<file path="src/rtl/qam_pkg.sv">
// Shared constants and types for the QAM baseband moving-average path.
package qam_pkg;
  localparam int SAMPLE_W  = 16;
  localparam int MAX_LOG2N = 4;
  localparam int HIST_D    = 1 << MAX_LOG2N;
  localparam int SUM_W     = SAMPLE_W + MAX_LOG2N;

  typedef enum logic {CH_I = 1'b0, CH_Q = 1'b1} chan_e;
  typedef enum logic {CLEAR = 1'b0, RUN = 1'b1} state_e;

  function automatic logic [2:0] clamp_log2n(input logic [2:0] v);
    return (v > 3'(MAX_LOG2N)) ? 3'(MAX_LOG2N) : v;
  endfunction
endpackage

</file>
<file path="src/rtl/mavg_hist_rf.sv">
// Per-channel sample history: one async read and one sync write port per channel, no reset.
module mavg_hist_rf
  import qam_pkg::*;
(
  input  logic                 clk,
  input  logic [MAX_LOG2N-1:0] rd_addr_i,
  output logic [SAMPLE_W-1:0]  rd_data_i,
  input  logic [MAX_LOG2N-1:0] rd_addr_q,
  output logic [SAMPLE_W-1:0]  rd_data_q,
  input  logic                 we_i,
  input  logic [MAX_LOG2N-1:0] wr_addr_i,
  input  logic [SAMPLE_W-1:0]  wr_data_i,
  input  logic                 we_q,
  input  logic [MAX_LOG2N-1:0] wr_addr_q,
  input  logic [SAMPLE_W-1:0]  wr_data_q
);
  logic [SAMPLE_W-1:0] mem_i_q [HIST_D];
  logic [SAMPLE_W-1:0] mem_q_q [HIST_D];

  always_ff @(posedge clk) begin
    if (we_i) mem_i_q[wr_addr_i] <= wr_data_i;
    if (we_q) mem_q_q[wr_addr_q] <= wr_data_q;
  end

  assign rd_data_i = mem_i_q[rd_addr_i];
  assign rd_data_q = mem_q_q[rd_addr_q];
endmodule

</file>
<file path="src/rtl/mavg_sched.sv">
// Two-channel (I/Q) moving-average engine sharing one running-sum datapath,
// with round-robin arbitration and a history-clear sequence on reconfiguration.
module mavg_sched
  import qam_pkg::*;
(
  input  logic                clk,
  input  logic                rst,
  input  logic [2:0]          cfg_log2n,
  input  logic                cfg_load,
  input  logic                i_valid,
  output logic                i_ready,
  input  logic [SAMPLE_W-1:0] i_data,
  input  logic                q_valid,
  output logic                q_ready,
  input  logic [SAMPLE_W-1:0] q_data,
  output logic                out_valid,
  input  logic                out_ready,
  output logic [SAMPLE_W-1:0] out_data,
  output logic                out_chan,
  output logic                busy
);
  state_e                     state_q, state_d;
  chan_e                      last_q, last_d;
  logic [MAX_LOG2N-1:0]       clr_idx_q, clr_idx_d;
  logic [2:0]                 log2n_q, log2n_d;
  logic signed [SUM_W-1:0]    sum_i_q, sum_i_d, sum_q_q, sum_q_d;
  logic [MAX_LOG2N-1:0]       wp_i_q, wp_i_d, wp_q_q, wp_q_d;
  logic                       out_valid_q, out_valid_d;
  logic [SAMPLE_W-1:0]        out_data_q, out_data_d;
  logic                       out_chan_q, out_chan_d;

  logic                       grant_i, grant_q, accept;
  logic [SAMPLE_W-1:0]        rd_i, rd_q;
  logic signed [SAMPLE_W-1:0] x, old;
  logic signed [SUM_W-1:0]    sum_sel, sum_new;
  logic [MAX_LOG2N-1:0]       wp_sel, wp_next, n_m1;
  logic [MAX_LOG2N:0]         n_full;

  // Arithmetic shift floors toward minus infinity; the average always fits a sample.
  function automatic logic [SAMPLE_W-1:0] avg_shift(input logic signed [SUM_W-1:0] s,
                                                    input logic [2:0] sh);
    logic signed [SUM_W-1:0] t;
    t = s >>> sh;
    return t[SAMPLE_W-1:0];
  endfunction

  // A cfg_load cycle never accepts, so a pulse cannot race with a transfer.
  always_comb begin
    grant_i = 1'b0;
    grant_q = 1'b0;
    if (state_q == RUN && !cfg_load && (!out_valid_q || out_ready)) begin
      if (i_valid && (!q_valid || last_q == CH_Q)) grant_i = 1'b1;
      else if (q_valid)                            grant_q = 1'b1;
    end
  end

  assign accept  = grant_i | grant_q;
  assign x       = grant_q ? q_data : i_data;
  assign old     = grant_q ? rd_q : rd_i;
  assign sum_sel = grant_q ? sum_q_q : sum_i_q;
  assign wp_sel  = grant_q ? wp_q_q : wp_i_q;
  assign sum_new = sum_sel + SUM_W'(x) - SUM_W'(old);
  assign n_full  = (MAX_LOG2N+1)'(1) << log2n_q;
  assign n_m1    = MAX_LOG2N'(n_full - 1'b1);
  assign wp_next = (wp_sel == n_m1) ? '0 : wp_sel + 1'b1;

  mavg_hist_rf u_hist (
    .clk       (clk),
    .rd_addr_i (wp_i_q),
    .rd_data_i (rd_i),
    .rd_addr_q (wp_q_q),
    .rd_data_q (rd_q),
    .we_i      (state_q == CLEAR || grant_i),
    .wr_addr_i (state_q == CLEAR ? clr_idx_q : wp_i_q),
    .wr_data_i (state_q == CLEAR ? '0 : i_data),
    .we_q      (state_q == CLEAR || grant_q),
    .wr_addr_q (state_q == CLEAR ? clr_idx_q : wp_q_q),
    .wr_data_q (state_q == CLEAR ? '0 : q_data)
  );

  always_comb begin
    state_d     = state_q;
    last_d      = last_q;
    clr_idx_d   = clr_idx_q;
    log2n_d     = log2n_q;
    sum_i_d     = sum_i_q;
    sum_q_d     = sum_q_q;
    wp_i_d      = wp_i_q;
    wp_q_d      = wp_q_q;
    out_valid_d = out_valid_q;
    out_data_d  = out_data_q;
    out_chan_d  = out_chan_q;
    if (cfg_load) begin
      state_d     = CLEAR;
      clr_idx_d   = '0;
      log2n_d     = clamp_log2n(cfg_log2n);
      out_valid_d = 1'b0;
    end else if (state_q == CLEAR) begin
      clr_idx_d = clr_idx_q + 1'b1;
      sum_i_d   = '0;
      sum_q_d   = '0;
      wp_i_d    = '0;
      wp_q_d    = '0;
      if (clr_idx_q == MAX_LOG2N'(HIST_D - 1)) state_d = RUN;
    end else if (accept) begin
      last_d      = grant_q ? CH_Q : CH_I;
      out_valid_d = 1'b1;
      out_data_d  = avg_shift(sum_new, log2n_q);
      out_chan_d  = grant_q;
      if (grant_q) begin
        sum_q_d = sum_new;
        wp_q_d  = wp_next;
      end else begin
        sum_i_d = sum_new;
        wp_i_d  = wp_next;
      end
    end else if (out_ready) begin
      out_valid_d = 1'b0;
    end
  end

  always_ff @(posedge clk or posedge rst) begin
    if (rst) begin
      state_q     <= CLEAR;
      last_q      <= CH_Q;
      clr_idx_q   <= '0;
      log2n_q     <= 3'(MAX_LOG2N);
      sum_i_q     <= '0;
      sum_q_q     <= '0;
      wp_i_q      <= '0;
      wp_q_q      <= '0;
      out_valid_q <= 1'b0;
      out_data_q  <= '0;
      out_chan_q  <= 1'b0;
    end else begin
      state_q     <= state_d;
      last_q      <= last_d;
      clr_idx_q   <= clr_idx_d;
      log2n_q     <= log2n_d;
      sum_i_q     <= sum_i_d;
      sum_q_q     <= sum_q_d;
      wp_i_q      <= wp_i_d;
      wp_q_q      <= wp_q_d;
      out_valid_q <= out_valid_d;
      out_data_q  <= out_data_d;
      out_chan_q  <= out_chan_d;
    end
  end

  assign i_ready   = grant_i;
  assign q_ready   = grant_q;
  assign out_valid = out_valid_q;
  assign out_data  = out_data_q;
  assign out_chan  = out_chan_q;
  assign busy      = (state_q == CLEAR);
endmodule

</file>
<file path="config.mk">
export PLATFORM = sky130hd
export DESIGN_NAME = mavg_sched
export DESIGN_NICKNAME = d
export VERILOG_FILES = /design/src/rtl/qam_pkg.sv /design/src/rtl/mavg_hist_rf.sv /design/src/rtl/mavg_sched.sv
export SDC_FILE = /design/constraint.sdc
export NUM_CORES = 1
export LEC_CHECK = 0
export BUFFER_PORTS_ARGS = -buffer_cell sky130_fd_sc_hd__buf_2
export CAP_MARGIN = 30
export CORE_ASPECT_RATIO = 0.8
export CORE_UTILIZATION = 60
export DETAILED_ROUTE_END_ITERATION = 6
export PLACE_DENSITY = 0.78
export SLEW_MARGIN = 20
export SYNTH_ARGS = -nofsm -noshare
export SYNTH_HDL_FRONTEND = slang
export SYNTH_SLANG_ARGS = --single-unit
</file>
<file path="constraint.sdc">
create_clock -name clk -period 6.84 [get_ports clk]
set_input_delay 0.684 -clock clk [delete_from_list [all_inputs] [get_ports clk]]
set_output_delay 0.684 -clock clk [all_outputs]
set_load 0.02 [all_outputs]
</file>
# Word-level counts from Yosys, hierarchy flattened
# Memories as Yosys holds them, arrays and structs flattened.
# Index checks and enable logic that the tools add are counted.
[word_totals] reg_bits=75 latchBits=0 ram_bits=512 romBits=0 inputBits=41 output_inout_bits=21 wordCells=87 mem_count=2
[mem_list] memory="u_hist.mem_i_q" depth=16 width=16 read_ports=1 rd_clocked_by_memory_dff=0 write_ports=1 line="mavg_hist_rf.sv:17" rtl="logic [SAMPLE_W-1:0] mem_i_q [HIST_D];"
[mem_list] memory="u_hist.mem_q_q" depth=16 width=16 read_ports=1 rd_clocked_by_memory_dff=0 write_ports=1 line="mavg_hist_rf.sv:18" rtl="logic [SAMPLE_W-1:0] mem_q_q [HIST_D];"
[op_classes] addsub=5 mul=0 n_div=0 order_cmp=1 eq_ne=6 n_shift=2 muxes=41 n_bitwise=3 n_reduce_logical=16
[ops] cell="$mux W20" n=7
[ops] cell="$mux W16" n=4
[ops] cell="$mux W4" n=12
[ops] cell="$add A20 B16 Y20" n=1
[ops] cell="$sshr A20 B3 Y16" n=1
[ops] cell="$sub A20 B16 Y20" n=1
[ops] cell="$mux W1" n=17
[ops] cell="$reduce_and A3 Y1" n=3
[ops] cell="$add A4 B1 Y4 const B" n=2
[ops] cell="$eq A4 B4 Y1" n=1
[ops] cell="$eq A4 B4 Y1 const B" n=1
[ops] cell="$logic_or A1 B1 Y1" n=4
[ops] cell="$ne A2 B1 Y1 const B" n=2
[ops] cell="$ne A2 B2 Y1 const B" n=2
[ops] cell="$shl A1 B3 Y4 const A" n=1
[ops] cell="$sub A4 B1 Y4 const B" n=1
[ops] cell="$gt A3 B3 Y1 const B" n=1
[ops] cell="$logic_and A1 B1 Y1" n=3
[ops] cell="$logic_not A1 Y1" n=3
[ops] cell="$mux W3" n=1
[ops] cell="$reduce_bool A3 Y1" n=1
[ops] cell="$not A1 Y1" n=2
[ops] cell="$reduce_and A2 Y1" n=1
[ops] cell="$reduce_bool A2 Y1" n=1
[ops] cell="$or A1 B1 Y1" n=1

# Longest topological paths before layout
# Gate-level depths: netlist of the first run.
[depth] ltp_word=11 mapped_depth=20 mapped_depth_nobuf=17

# Hierarchy
# A second synthesis of the first run with hierarchy kept.
[unflattened] hier_cells=1534 area_unflattened_um2=25510.7
[modules_own_cells] module="mavg_hist_rf" n_inst=1 cells_each=832 area_each_um2=19462.4 seq_area_each_um2=15374.7
[modules_own_cells] module="mavg_sched" n_inst=1 cells_each=702 area_each_um2=6048.3 seq_area_each_um2=1879.3

# Worst setup path after synthesis of the first run
# No wires, ideal clock.
[synth_path] kind="register to register" start="register wp_q_q[0]" end="register out_data_q[11] (netlist: out_data[11])" t_arrival_ns=5.169 required_ns=6.714 path_slack_ns=1.545 stages_incl_launch_ff=18 path_buffers=2 synth_period_minus_slack_ns=5.295 path_cell_list="dfrtp_1 > clkbuf_1 > clkbuf_1 > mux4_2 > mux4_2 > mux2_2 > ha_1 > inv_1 > ha_1 > fa_1 > a21o_1 > a221o_2 > a31o_4 > nand4_1 > nand4b_2 > mux4_2 > and2_1 > a221o_1"
[synth_between] elab_chain_cells=4
[synth_lines] item="from (decl)" line="mavg_sched.sv:27" rtl="logic [MAX_LOG2N-1:0] wp_i_q, wp_i_d, wp_q_q, wp_q_d;"
[synth_lines] item="from (signal assigned)" line="mavg_sched.sv:143" rtl="wp_q_q <= wp_q_d;"
[synth_lines] item="$mem_v2 Z16 W16"
[synth_lines] item="$mux W16" line="mavg_sched.sv:59" rtl="assign old = grant_q ? rd_q : rd_i;"
[synth_lines] item="$sub A20 B16 Y20" line="mavg_sched.sv:62" rtl="assign sum_new = sum_sel + SUM_W'(x) - SUM_W'(old);"
[synth_lines] item="$sshr A20 B3 Y16" line="mavg_sched.sv:43" rtl="t = s >>> sh;"
[synth_lines] item="to (signal assigned)" line="mavg_sched.sv:145" rtl="out_data_q <= out_data_d;"
[synth_lines] item="to (decl)" line="mavg_sched.sv:29" rtl="logic [SAMPLE_W-1:0] out_data_q, out_data_d;"
# No other way between the ends.
# A chain may end at the register's enable or synchronous reset.

# Worst setup path in the final report of the first run
[layout_path] start="register wp_q_q[0]" end="register out_data_q[9] (netlist: out_data[9])"
# The elaborated chain is that of the path after synthesis.

==> summary.md, run 1 <==
| Metric | Value |
|---|---|
| RSZ-0062 raised after global routing | `no` |
| Switch Pwr | `1.880 mW` |
| Syn Inst Count | `1485` |
| CP required | `between 7 and 8 ns` |
| Synthesized flop and latch total | `between 500 and 600` |
| CORE AREA | `between 40000 and 50000 sq um` |
| Inserted Clock Buffers | `53` |
| Sequential cell area | `17270 sq um` |
| Max-cap violations | `0` |
| YS warnings | `0` |
| Switch share | `24.64%` |
| Die Span Y | `roughly 190 um` |
| Total congestion overflow | `0` |
| Clk network pwr share | `~37%` |
| Post-synth EDFFs | `slightly above 500` |
| Final setup viols | `0` |
| Main synth FF type | `edfxtp_1` |
| Final hold violations | `0` |
| Synth area leaders | `edfxtp_1 (60%), mux4_2 (15%), dfrtp_1 (7.1%)` |
| Pre-CTS setup slack | `around 1.1 ns` |
| Total GRT Usage | `between 20% and 30%` |
| Vias per inst | `approximately 6.6` |
| Worst-path cell with the longest stage delay | `dfrtp_4` |
| Fmax | `~0.17 GHz` |
| Distinct cell type count after synthesis | `62` |
| Fin. max-slew vios | `0` |
| Post-route setup slack | `1.014 ns` |
| CTS H-tree depth | `2` |
| Syn_nets | `around 1600` |
| Buffers on Ports | `61` |
| CP Capture Type | `flop` |
| Int Pwr | `5.748 mW` |
| Critical path startpoint | `wp_q_q[0]$_DFFE_PP0P_` |
| Die area | `43490 sq um` |
| Number of global-route vias before repair | `14189` |
| GP Congestion | `0.9017` |
| First-pass GRT wire length | `92590 um` |
| Power density over cell area | `roughly 270 nW/um^2` |
| CTS Buffer Depth | `3` |
| Arrival @ worst endpoint | `~6.3 ns` |
| Layout cells sized above 1 | `about a quarter` |
| Footprint of the multi-input gates | `around 8000 sq um` |
| DRT Pass-1 Iters | `5` |
| DRC Markers | `0` |
| # IOs | `between 60 and 70` |
| CTS resizes | `0` |
| Cts hold-fix bufs | `0` |
| Drt first-iter violations | `about 1900` |
| Post-Route WL | `between 60000 and 70000 um` |
| Total Power | `7.628 mW` |
| Clock skew | `approximately 0.027 ns` |
| Sink Count | `just under 600` |
| Crit path time final | `5.826 ns` |
| Avg Synthesized Cell Area | `17.23 sq um` |
| R2r startpoint | `wp_q_q[0]$_DFFE_PP0P_` |
| Max_slew headroom | `between 30 and 40%` |
| Combinational power share | `between 10 and 15%` |
| Dominant cell type by area after synthesis | `edfxtp_1` |
| Crit start category | `flop` |
| Worst hold slack | `between 0.15 and 0.2 ns` |
| Chip width | `around 230 um` |
| Post-synthesis async set-or-reset flop share | `between 10% and 20%` |
| CTS root buffer | `clkbuf_16` |
| Seq pwr share | `between 50% and 60%` |
| Static Leak | `9.644 nW` |
| Cell Rows | `between 60 and 70` |
| Post-DR wirelength/cell | `28.46 um` |
| Crit path largest cell delay | `approximately 0.93 ns` |
| Initial antenna violation count | `1` |
| Worst-path cell chain | `buf_12 -> mux4_2 -> mux4_2 -> mux2_2 -> fa_1 -> inv_1 -> ha_1 -> a21oi_1 -> o21a_1 -> and2_1 -> and4_1 -> nor3_1 -> mux2_2 -> mux2i_1 -> a221oi_1` |
| TNS Setup | `0 ns` |
| Post-synth top area share | `approximately 60%` |
| Max VDD drop | `between 0.2 and 0.25 mV` |
| Cell area after synthesis | `between 20000 and 30000 sq um` |
| ANT nets after route | `0` |
| Final HPWL DP | `~37000 um` |
| Total number of vias | `approximately 14000` |
| Fin util | `67.78%` |
| Crit share post-route | `between 80% and 90%` |
| Ant. Diodes | `0` |
| Hold/Removal Path Class | `in2async` |
| Clock transition at path regs | `about 0.070 ns` |
| Post-synthesis sequential area ratio | `67.42%` |
| Post-CTS Setup Inserts | `0` |
| # nets final | `approximately 1700` |
| Initial Utilization | `about three fifths` |
| Kind of critical path | `reg2reg` |
| Slew @ Worst Pin | `slightly above 0.9 ns` |
| TritonCTS clock tree | `built` |
| Status | `completed` |
| CP Max Fanout | `40` |
| Synthesis-to-layout area growth | `11.23%` |
| Worst skew pair latency | `~0.60 ns` |
| Filler cell count | `approximately 2600` |
| Largest net degree at the start of global routing | `76` |
## path summary, 6_finish.rpt
check / slack, ns / cells past startpoint / endpoint
worst max-delay path: 1.01 / 15 / out_data[9]$_DFFE_PP0P_
worst min-delay path: 0.19 / 3 / out_chan$_DFFE_PP0P_
worst max register to register: 1.01 / 15 / out_data[9]$_DFFE_PP0P_
worst min register to register: 0.47 / 2 / last_q$_DFFE_PP1P_
max in group asynchronous: 6.04 / 4 / log2n_q[2]$_DFFE_PP1P_
min in group clk: 0.32 / 2 / log2n_q[1]$_DFFE_PP0P_
## critical path, delay by kind of cell, from the launching register on
family | cells | cell delay (ns)
multiplexers | 5 | 1.80
adder cells (fa/ha/maj) | 2 | 1.00
flip-flops | 1 | 0.93
AND/OR/NAND/NOR | 3 | 0.89
AO/OA/AOI/OAI | 3 | 0.68
buffers and inverters | 2 | 0.39
## state kept, by name (all words and copies together), names as in the netlist
signal,count
u_hist.mem_i_q,256
u_hist.mem_q_q,256
sum_i_q,20
sum_q_q,20
out_data,16
clr_idx_q,4
wp_i_q,4
wp_q_q,4
log2n_q,3
last_q,1
out_chan,1
out_valid,1
state_q,1
## power groups by stage
stage	Combinational (mW)	Sequential (mW)	Clock, mW
final	0.859	3.99	2.78
after global routing	0.924	3.99	2.94
after CTS	0.840	3.99	2.81
after detailed placement	0.831	4.06	0
after global placement	0.823	4.06	0
after floorplan	0.555	4.07	0
## cell families (layout without fill, tap and decap cells)
logic type | after synthesis | after routing | share of synthesized area (%)
AOI/OAI and AO/OA | 177 | 177 | 4.527
muxes | 233 | 233 | 17.47
buffers and inverters | 139 | 267 | 2.068
DFF | 587 | 587 | 67.42
adders and majority gates | 43 | 43 | 2.660
xor gates and xnor gates | 24 | 24 | 0.8213
and+or+nand+nor | 282 | 282 | 5.031
## metal layers
layer | global-route usage, % | vias to the layer above | wire [um]
met2 | 44.70 | 800 | 28930
met4 | 9.477 | 0 | 2021
met3 | 4.783 | 103 | 5696
met5 | 0 | - | 0
li1 | - | 6023 | -
met1 | 43.66 | 7416 | 24980
## layout make-up
cell class	instances	share of cell area [%]
inverters	58	0.7692
repair buffers	111	2.778
flip-flops and latches	587	60.65
multi-input cells	759	27.75
clock buffers	64	4.804
well taps	552	2.426
clock inverters	34	0.8219
## placed cells by master (no fill, tap or decap), types with 11 or more instances in the layout
cell / n
edfxtp_1: 512
mux4_2: 169
nand2_1: 125
dfrtp_1: 68
buf_2: 61
o21ai_0: 55
inv_1: 54
clkbuf_16: 53
mux2i_1: 44
buf_4: 42
and2_1: 38
nor2_1: 34
a21oi_1: 33
nor2_2: 31
ha_1: 24
mux2_2: 20
fa_1: 19
a31oi_1: 15
clkinv_2: 14
xnor2_1: 13
o31ai_1: 12
clkinv_1: 12
xor2_1: 11
clkbuf_1: 11
## cell usage after synthesis, types with 24 or more instances
| master | count |
|---|---|
| a21oi_1 | 33 |
| and2_1 | 38 |
| clkbuf_1 | 64 |
| dfrtp_1 | 73 |
| edfxtp_1 | 512 |
| ha_1 | 24 |
| inv_1 | 56 |
| mux2i_1 | 44 |
| mux4_2 | 169 |
| nand2_1 | 125 |
| nor2_1 | 66 |
| o21ai_0 | 55 |
## metrics by stage
stage,instance area [sq um],std cells
2_1_floorplan,25590,1485
3_3_place_gp,26750,2062
3_5_place_dp,26800,2064
4_1_cts,28400,2162
5_1_grt,28470,2165
6_report,28470,2165
Power figures use the tool's default switching activity.
==> run 2: changes to the inputs <==
--- a/config.mk
+++ b/config.mk
@@ -9,7 +9,7 @@
 export CAP_MARGIN = 30
 export CORE_ASPECT_RATIO = 0.8
-export CORE_UTILIZATION = 60
+export CORE_UTILIZATION = 40
 export DETAILED_ROUTE_END_ITERATION = 6
-export PLACE_DENSITY = 0.78
+export PLACE_DENSITY = 0.56
 export SLEW_MARGIN = 20
 export SYNTH_ARGS = -nofsm -noshare
==> constraint.sdc (replaced) <==
create_clock -name clk -period 6.84 [get_ports clk]
set_input_delay 1.368 -clock clk [delete_from_list [all_inputs] [get_ports clk]]
set_output_delay 1.368 -clock clk [all_outputs]
set_load 0.02 [all_outputs]
==> summary.md, run 2 (same netlist as run 1, synthesis figures left out) <==
| Metric | Value |
|---|---|
| Post-DR wirelength/cell | `26.64 um (-6.4%)` |
| CTS root buffer | `clkbuf_16` |
| CORE AREA | `62890 sq um (+50%)` |
| Static Leak | `9.814 nW (+1.8%)` |
| Regs by FF count | `u_hist.mem_i_q x256, u_hist.mem_q_q x256` |
| Power density over cell area | `276.2 nW/um^2 (+3.1%)` |
| # IOs | `62 (unchanged)` |
| First-pass GRT wire length | `97460 um (+5.3%)` |
| Worst Hold Launch | `out_data[6]$_DFFE_PP0P_` |
| Clock transition at path regs | `0.06 ns (about the same)` |
| Final hold violations | `0 (unchanged)` |
| Die area | `65000 sq um (+49%)` |
| Sink Count | `587 (unchanged)` |
| Commonest non-fill, non-tap cell in the layout | `edfxtp_1` |
| Worst-path cell chain | `buf_4 -> mux4_2 -> mux4_2 -> mux2_2 -> fa_1 -> inv_1 -> fa_1 -> a21o_1 -> a221o_2 -> a31o_4 -> nand4_1 -> nand4b_2 -> mux4_2 -> and2_1 -> a221o_1` |
| GP Congestion | `0.8643 (-4.1%)` |
| Cts hold-fix bufs | `0 (unchanged)` |
| Largest net degree at the start of global routing | `76 (unchanged)` |
| Most used cell, CP | `mux4_2` |
| Synthesis-to-layout area growth | `13.90%` |
| Layout cells sized above 1 | `27.07% (+0.53 points)` |
| Post-Route WL | `65900 um (+6.9%)` |
| Max-cap violations | `0 (unchanged)` |
| Worst-path cell with the longest stage delay | `dfrtp_2` |
| Int Pwr | `6.071 mW (+5.6%)` |
| Arrival @ worst endpoint | `6.29 ns (-0.02 ns)` |
| Vias per inst | `5.678 (-14%)` |
| Total Power | `8.050 mW (+5.5%)` |
| Switch share | `24.59% (-0.048 points)` |
| Crit path time final | `5.792 ns (-0.03447 ns)` |
| CP Capture Type | `flop` |
| Kind of critical path | `reg2reg` |
| Pre-CTS setup slack | `0.8180 ns (-0.2553 ns)` |
| ANT nets after route | `0 (unchanged)` |
| Post-route setup slack | `1.048 ns (+0.03447 ns)` |
| Initial antenna violation count | `3 (+2)` |
| Switch Pwr | `1.980 mW (+5.3%)` |
| Chip width | `284.8 um (+22%)` |
| Clk network pwr share | `39.5% (+3.0 points)` |
| Max VDD drop | `0.2229 mV (+1.2%)` |
| Drt first-iter violations | `1392 (-27%)` |
| Slew @ Worst Pin | `0.9618 ns (+0.05207 ns)` |
| Crit path largest cell delay | `0.87 ns (-0.06 ns)` |
| CTS Buffer Depth | `3 (unchanged)` |
| Worst skew pair latency | `0.65 ns (+0.05 ns)` |
| CTS H-tree depth | `2 (unchanged)` |
| Critical path startpoint | `wp_i_q[1]$_DFFE_PP0P_` |
| Final setup viols | `0 (unchanged)` |
| R2r startpoint | `wp_i_q[1]$_DFFE_PP0P_` |
| Most frequent cells in the layout | `edfxtp_1 (512), mux4_2 (169), nand2_1 (125)` |
| Max_slew headroom | `35.88% (-3.5 points)` |
| TritonCTS clock tree | `built` |
| Number of global-route vias before repair | `14183 (-0.042%)` |
| CP required | `7.34 ns (+0.02 ns)` |
| Combinational power share | `11.0% (-0.3 points)` |
| Status | `completed` |
| Final HPWL DP | `41200 um (+11%)` |
| Total congestion overflow | `0 (unchanged)` |
| Hold/Removal Path Class | `reg2reg` |
| Post-CTS Setup Inserts | `0 (unchanged)` |
| Clock skew | `0.04682 ns (+0.01983 ns)` |
| Seq pwr share | `49.5% (-2.8 points)` |
| DRC Markers | `0 (unchanged)` |
| Inserted Clock Buffers | `59 (+11%)` |
| Total number of vias | `14047 (-2.1%)` |
| CTS resizes | `0 (unchanged)` |
| Fin. max-slew vios | `0 (unchanged)` |
| Crit start category | `flop` |
| RSZ-0062 raised after global routing | `no` |
| Fmax | `0.1727 GHz (+0.60%)` |
| Initial Utilization | `40.69% (-20 points)` |
| Cell Rows | `82 (+22%)` |
| # nets final | `1667 (+0.79%)` |
| DRT Pass-1 Iters | `5 (unchanged)` |
| Total GRT Usage | `20.60% (-8.6 points)` |
| TNS Setup | `0 ns (unchanged)` |
| Buffers on Ports | `61 (unchanged)` |
| Crit share post-route | `84.67% (-0.50 points)` |
| CP Max Fanout | `28 (-30%)` |
| Die Span Y | `228.2 um (+22%)` |
-- run 2: cell count changes in the layout (fill, tap and decap cells not counted), sizes merged --
cell / previous run / this run
clkbuf: 64 / 73
buf: 111 / 118
bufinv: 1 / 5
clkinvlp: 4 / 2
clkinv: 28 / 29
diode: 0 / 1
inv: 59 / 60
-- run 2: cell type report --
class,instances,area [sq um]
Timing Repair Buffer,118,823.3
Tap cell,840,1051
Fill cell,5365,33740
Clock inverter,38,355.3
Multi-Input combinational cell,759,7894
Antenna cell,1,2.502
Inverter,58,219.0
Clock buffer,73,1539
Sequential cell,587,17270
-- run 2: metal layers --
layer | track usage [%] | share of wire, % | vias up
met5 | 0 | 0 | -
met4 | 4.570 | 1.7 | 0
met3 | 4.260 | 7.7 | 84
met2 | 30.02 | 44 | 521
met1 | 31.72 | 47 | 7399
li1 | - | - | 6043
-- run 2: final timing paths --
path	slack [ns]	cells past startpoint	to
worst min-delay path	0.46	2	out_data[6]$_DFFE_PP0P_
worst max-delay path	1.05	15	out_data[11]$_DFFE_PP0P_
worst min register to register	0.46	2	out_data[6]$_DFFE_PP0P_
worst max register to register	1.05	15	out_data[11]$_DFFE_PP0P_
max in group asynchronous	5.35	3	wp_q_q[0]$_DFFE_PP0P_
min in group asynchronous	0.93	3	out_chan$_DFFE_PP0P_
-- run 2: per-stage QoR --
step	cells	hold slack [ns]	utilization (%)	cell area [sq um]
after floorplan	1485	0.4420	-	25590
after global placement	2360	0.4512	43.28	27220
after detailed placement	2361	0.4511	43.31	27240
after CTS	2472	0.4658	46.32	29130
after global routing	2473	0.4835	46.34	29150
final	2474	0.4585	46.35	29150
-- run 2: critical path, delay by kind of cell (launching register included) --
kind            cells  cell delay (ns)
compound gates      4             1.11
fa+ha+maj           2             0.89
buf+inv             2             0.52
flops               1             0.87
mux                 4             1.77
simple gates        3             0.51
-- run 2: power groups by stage --
stage          Sequential, mW  Clock (mW)  Combinational (mW)
3_5_place_dp             4.06           0               0.873
4_1_cts                  3.99        3.24               0.878
3_3_place_gp             4.06           0               0.874
6_report                 3.98        3.18               0.888
5_1_grt                  3.99        3.37               0.962
2_1_floorplan            4.07           0               0.555
==> run 3: changes to the inputs <==
- PLACE_DENSITY: 0.56 -> 0.58
- clock period: 6.84 -> 4.7 ns (I/O delays scaled with it)
==> summary.md, run 3 (same netlist as run 1, synthesis figures left out) <==
| Metric | Value |
|---|---|
| Status | `finished, violations left` |
| Failing checks | `negative setup slack` |
| Synthesis-to-layout area growth | `22.25%` |
| First-pass GRT wire length | `98010 um (+0.57%)` |
| RSZ-0062 raised after global routing | `yes` |
| Crit start category | `flop` |
| Non-Filler Instances | `2632 (+6.4%)` |
| Cts hold-fix bufs | `0 (unchanged)` |
| Cell Rows | `82 (unchanged)` |
| Number of global-route vias before repair | `14604 (+3.0%)` |
| Sink Count | `587 (unchanged)` |
| Initial antenna violation count | `0 (-3)` |
| Clock skew | `0.04802 ns (+0.001199 ns)` |
| Die Span Y | `228.2 um (unchanged)` |
| Total GRT Usage | `20.72% (+0.12 points)` |
| GP Congestion | `0.8649 (about the same)` |
| Crit path largest cell delay | `0.55 ns (-0.32 ns)` |
| Post-DR wirelength/cell | `25.46 um (-4.4%)` |
| CTS root buffer | `clkbuf_16` |
| Total congestion overflow | `0 (unchanged)` |
| ANT nets after route | `0 (unchanged)` |
| Clock transition at path regs | `0.06 ns (about the same)` |
| Regs by FF count | `u_hist.mem_i_q x256, u_hist.mem_q_q x256` |
| Post-Route WL | `67020 um (+1.7%)` |
| DRC Markers | `0 (unchanged)` |
| Vias per inst | `5.564 (-2.0%)` |
| Top cell family by delay on the critical path | `multiplexers` |
| # nets final | `1830 (+9.8%)` |
| Fmax | `0.1952 GHz (+13%)` |
| Cell area after layout | `31290 sq um (+7.3%)` |
| Kind of critical path | `reg2reg` |
| Commonest non-fill, non-tap cell in the layout | `edfxtp_1` |
| Max_slew headroom | `40.82% (+4.9 points)` |
| Worst-path cell chain | `clkbuf_16 -> mux4_2 -> mux4_2 -> mux2_4 -> fa_1 -> inv_2 -> fa_2 -> a21o_1 -> a221o_2 -> a31o_4 -> nand4_1 -> nand4b_4 -> mux4_2 -> and2_1 -> a221o_1` |
| Filler cell count | `5188 (-3.3%)` |
| Wl on met1 | `30070 um (-2.2%)` |
| Arrival @ worst endpoint | `5.61 ns (-0.68 ns)` |
| Max VDD drop | `0.3282 mV (+47%)` |
| CTS H-tree depth | `2 (unchanged)` |
| Initial Utilization | `40.69% (unchanged)` |
| CTS Buffer Depth | `3 (unchanged)` |
| Layout cells sized above 1 | `37.89% (+11 points)` |
| Die area | `65000 sq um (unchanged)` |
| Drt first-iter violations | `1340 (-3.7%)` |
| Max layer used | `met4` |
| Met3 Routed Length | `5619 um (+10%)` |
| DRT Pass-1 Iters | `5 (unchanged)` |
| Total number of vias | `14645 (+4.3%)` |
| Ant. Diodes | `0 (-1)` |
| Fin. max-slew vios | `0 (unchanged)` |
| Largest net degree at the start of global routing | `70 (-7.9%)` |
| Total Power | `12.02 mW (+49%)` |
| Slew @ Worst Pin | `0.8876 ns (-0.07418 ns)` |
| Post-DP Area | `28480 sq um (+4.6%)` |
| Worst skew pair latency | `0.64 ns (about the same)` |
| Met2 WL | `29910 um (+3.3%)` |
| Static Leak | `10.87 nW (+11%)` |
| Crit path time final | `5.122 ns (-0.6699 ns)` |
| Final setup viols | `27 (+27)` |
| CP required | `5.19 ns (-2.15 ns)` |
| Max-cap violations | `0 (unchanged)` |
| Crit share post-route | `109.0% (+24 points)` |
| Buffers on Ports | `61 (unchanged)` |
| Final HPWL DP | `42020 um (+2.0%)` |
| CORE AREA | `62890 sq um (unchanged)` |
| CP Max Fanout | `6 (-79%)` |
| Post-route setup slack | `-0.4218 ns (-1.470 ns)` |
| Worst-path cell with the longest stage delay | `mux4_2` |
| Most frequent cells in the layout | `edfxtp_1 (512), buf_4 (173), mux4_2 (169)` |
| CP Capture Type | `flop` |
| Footprint of the multi-input gates | `8484 sq um (+7.5%)` |
| Power density over cell area | `384.1 nW/um^2 (+39%)` |
| Sequential cell area | `17270 sq um (unchanged)` |
| Final hold violations | `0 (unchanged)` |
| Most used cell, CP | `mux4_2` |
| Inserted Clock Buffers | `57 (-3.4%)` |
| Chip width | `284.8 um (unchanged)` |
| TritonCTS clock tree | `built` |
| Hold/Removal Path Class | `in2async` |
| Total placed cells including tap cells | `2493 (+5.6%)` |
| CP Buf/Inv Count | `2 (unchanged)` |
| Fin util | `49.74% (+3.4 points)` |
| # IOs | `62 (unchanged)` |
## run 3: changes by cell type in the layout (fill, tap and decap cells not counted), moves of 12 or more
| cell | delta |
|---|---|
| o21ai_1 | +16 |
| buf_4 | +125 |
| buf_12 | +23 |
| ha_1 | -14 |
| o21ai_0 | -27 |
| ha_4 | +12 |
## run 3: through the flow
stage	hold slack (ns)	setup TNS, ns	setup WS (ns)
2_1_floorplan	0.4420	-0.6417	-0.1980
3_3_place_gp	0.4496	-8.876	-0.5140
3_5_place_dp	0.4614	-9.678	-0.5859
4_1_cts	0.4720	-5.294	-0.3912
5_1_grt	0.3515	-9.317	-0.4967
6_report	0.3198	-6.258	-0.4218
## run 3: area by class of cell
cell class	count	share of cell area (%)
timing repair buffer	283	8.003
clock inverter	37	0.9398
multi-input combinational	759	27.12
sequential	587	55.19
tap	840	3.359
inverter	58	0.6999
clock buffer	68	4.691
## run 3: power by group
group	internal [mW]	switching (mW)
sequential	5.75	0.0488
combinational	0.871	0.974
clock	2.40	1.98
total	9.01	3.00
## run 3: worst paths after layout
check | slack, ns | endpoint | cells after the start | start
setup / recovery | -0.42 | out_data[11]$_DFFE_PP0P_ | 15 | wp_q_q[0]$_DFFE_PP0P_
hold reg to reg | 0.47 | out_data[6]$_DFFE_PP0P_ | 2 | out_data[6]$_DFFE_PP0P_
hold / removal | 0.32 | out_chan$_DFFE_PP0P_ | 2 | rst
setup reg to reg | -0.42 | out_data[11]$_DFFE_PP0P_ | 15 | wp_q_q[0]$_DFFE_PP0P_
max in group asynchronous | 3.54 | sum_q_q[15]$_DFFE_PP0P_ | 3 | rst
min in group clk | 0.47 | out_data[6]$_DFFE_PP0P_ | 2 | out_data[6]$_DFFE_PP0P_
## run 3: repair_timing
item	4_1_cts	5_1_grt
gates cloned	2	1
pin swaps	36	10
resized for setup	105	52
endpoints found under the setup margin	38	41
setup buffers	24	8
hold endpoints to repair	0	0
## run 3: metal layers
layer / vias to the layer above / track usage (%)
met3: 95 / 4.760
met2: 532 / 30.44
met1: 7644 / 31.21
met5: - / 0
li1: 6374 / -
met4: 0 / 4.872
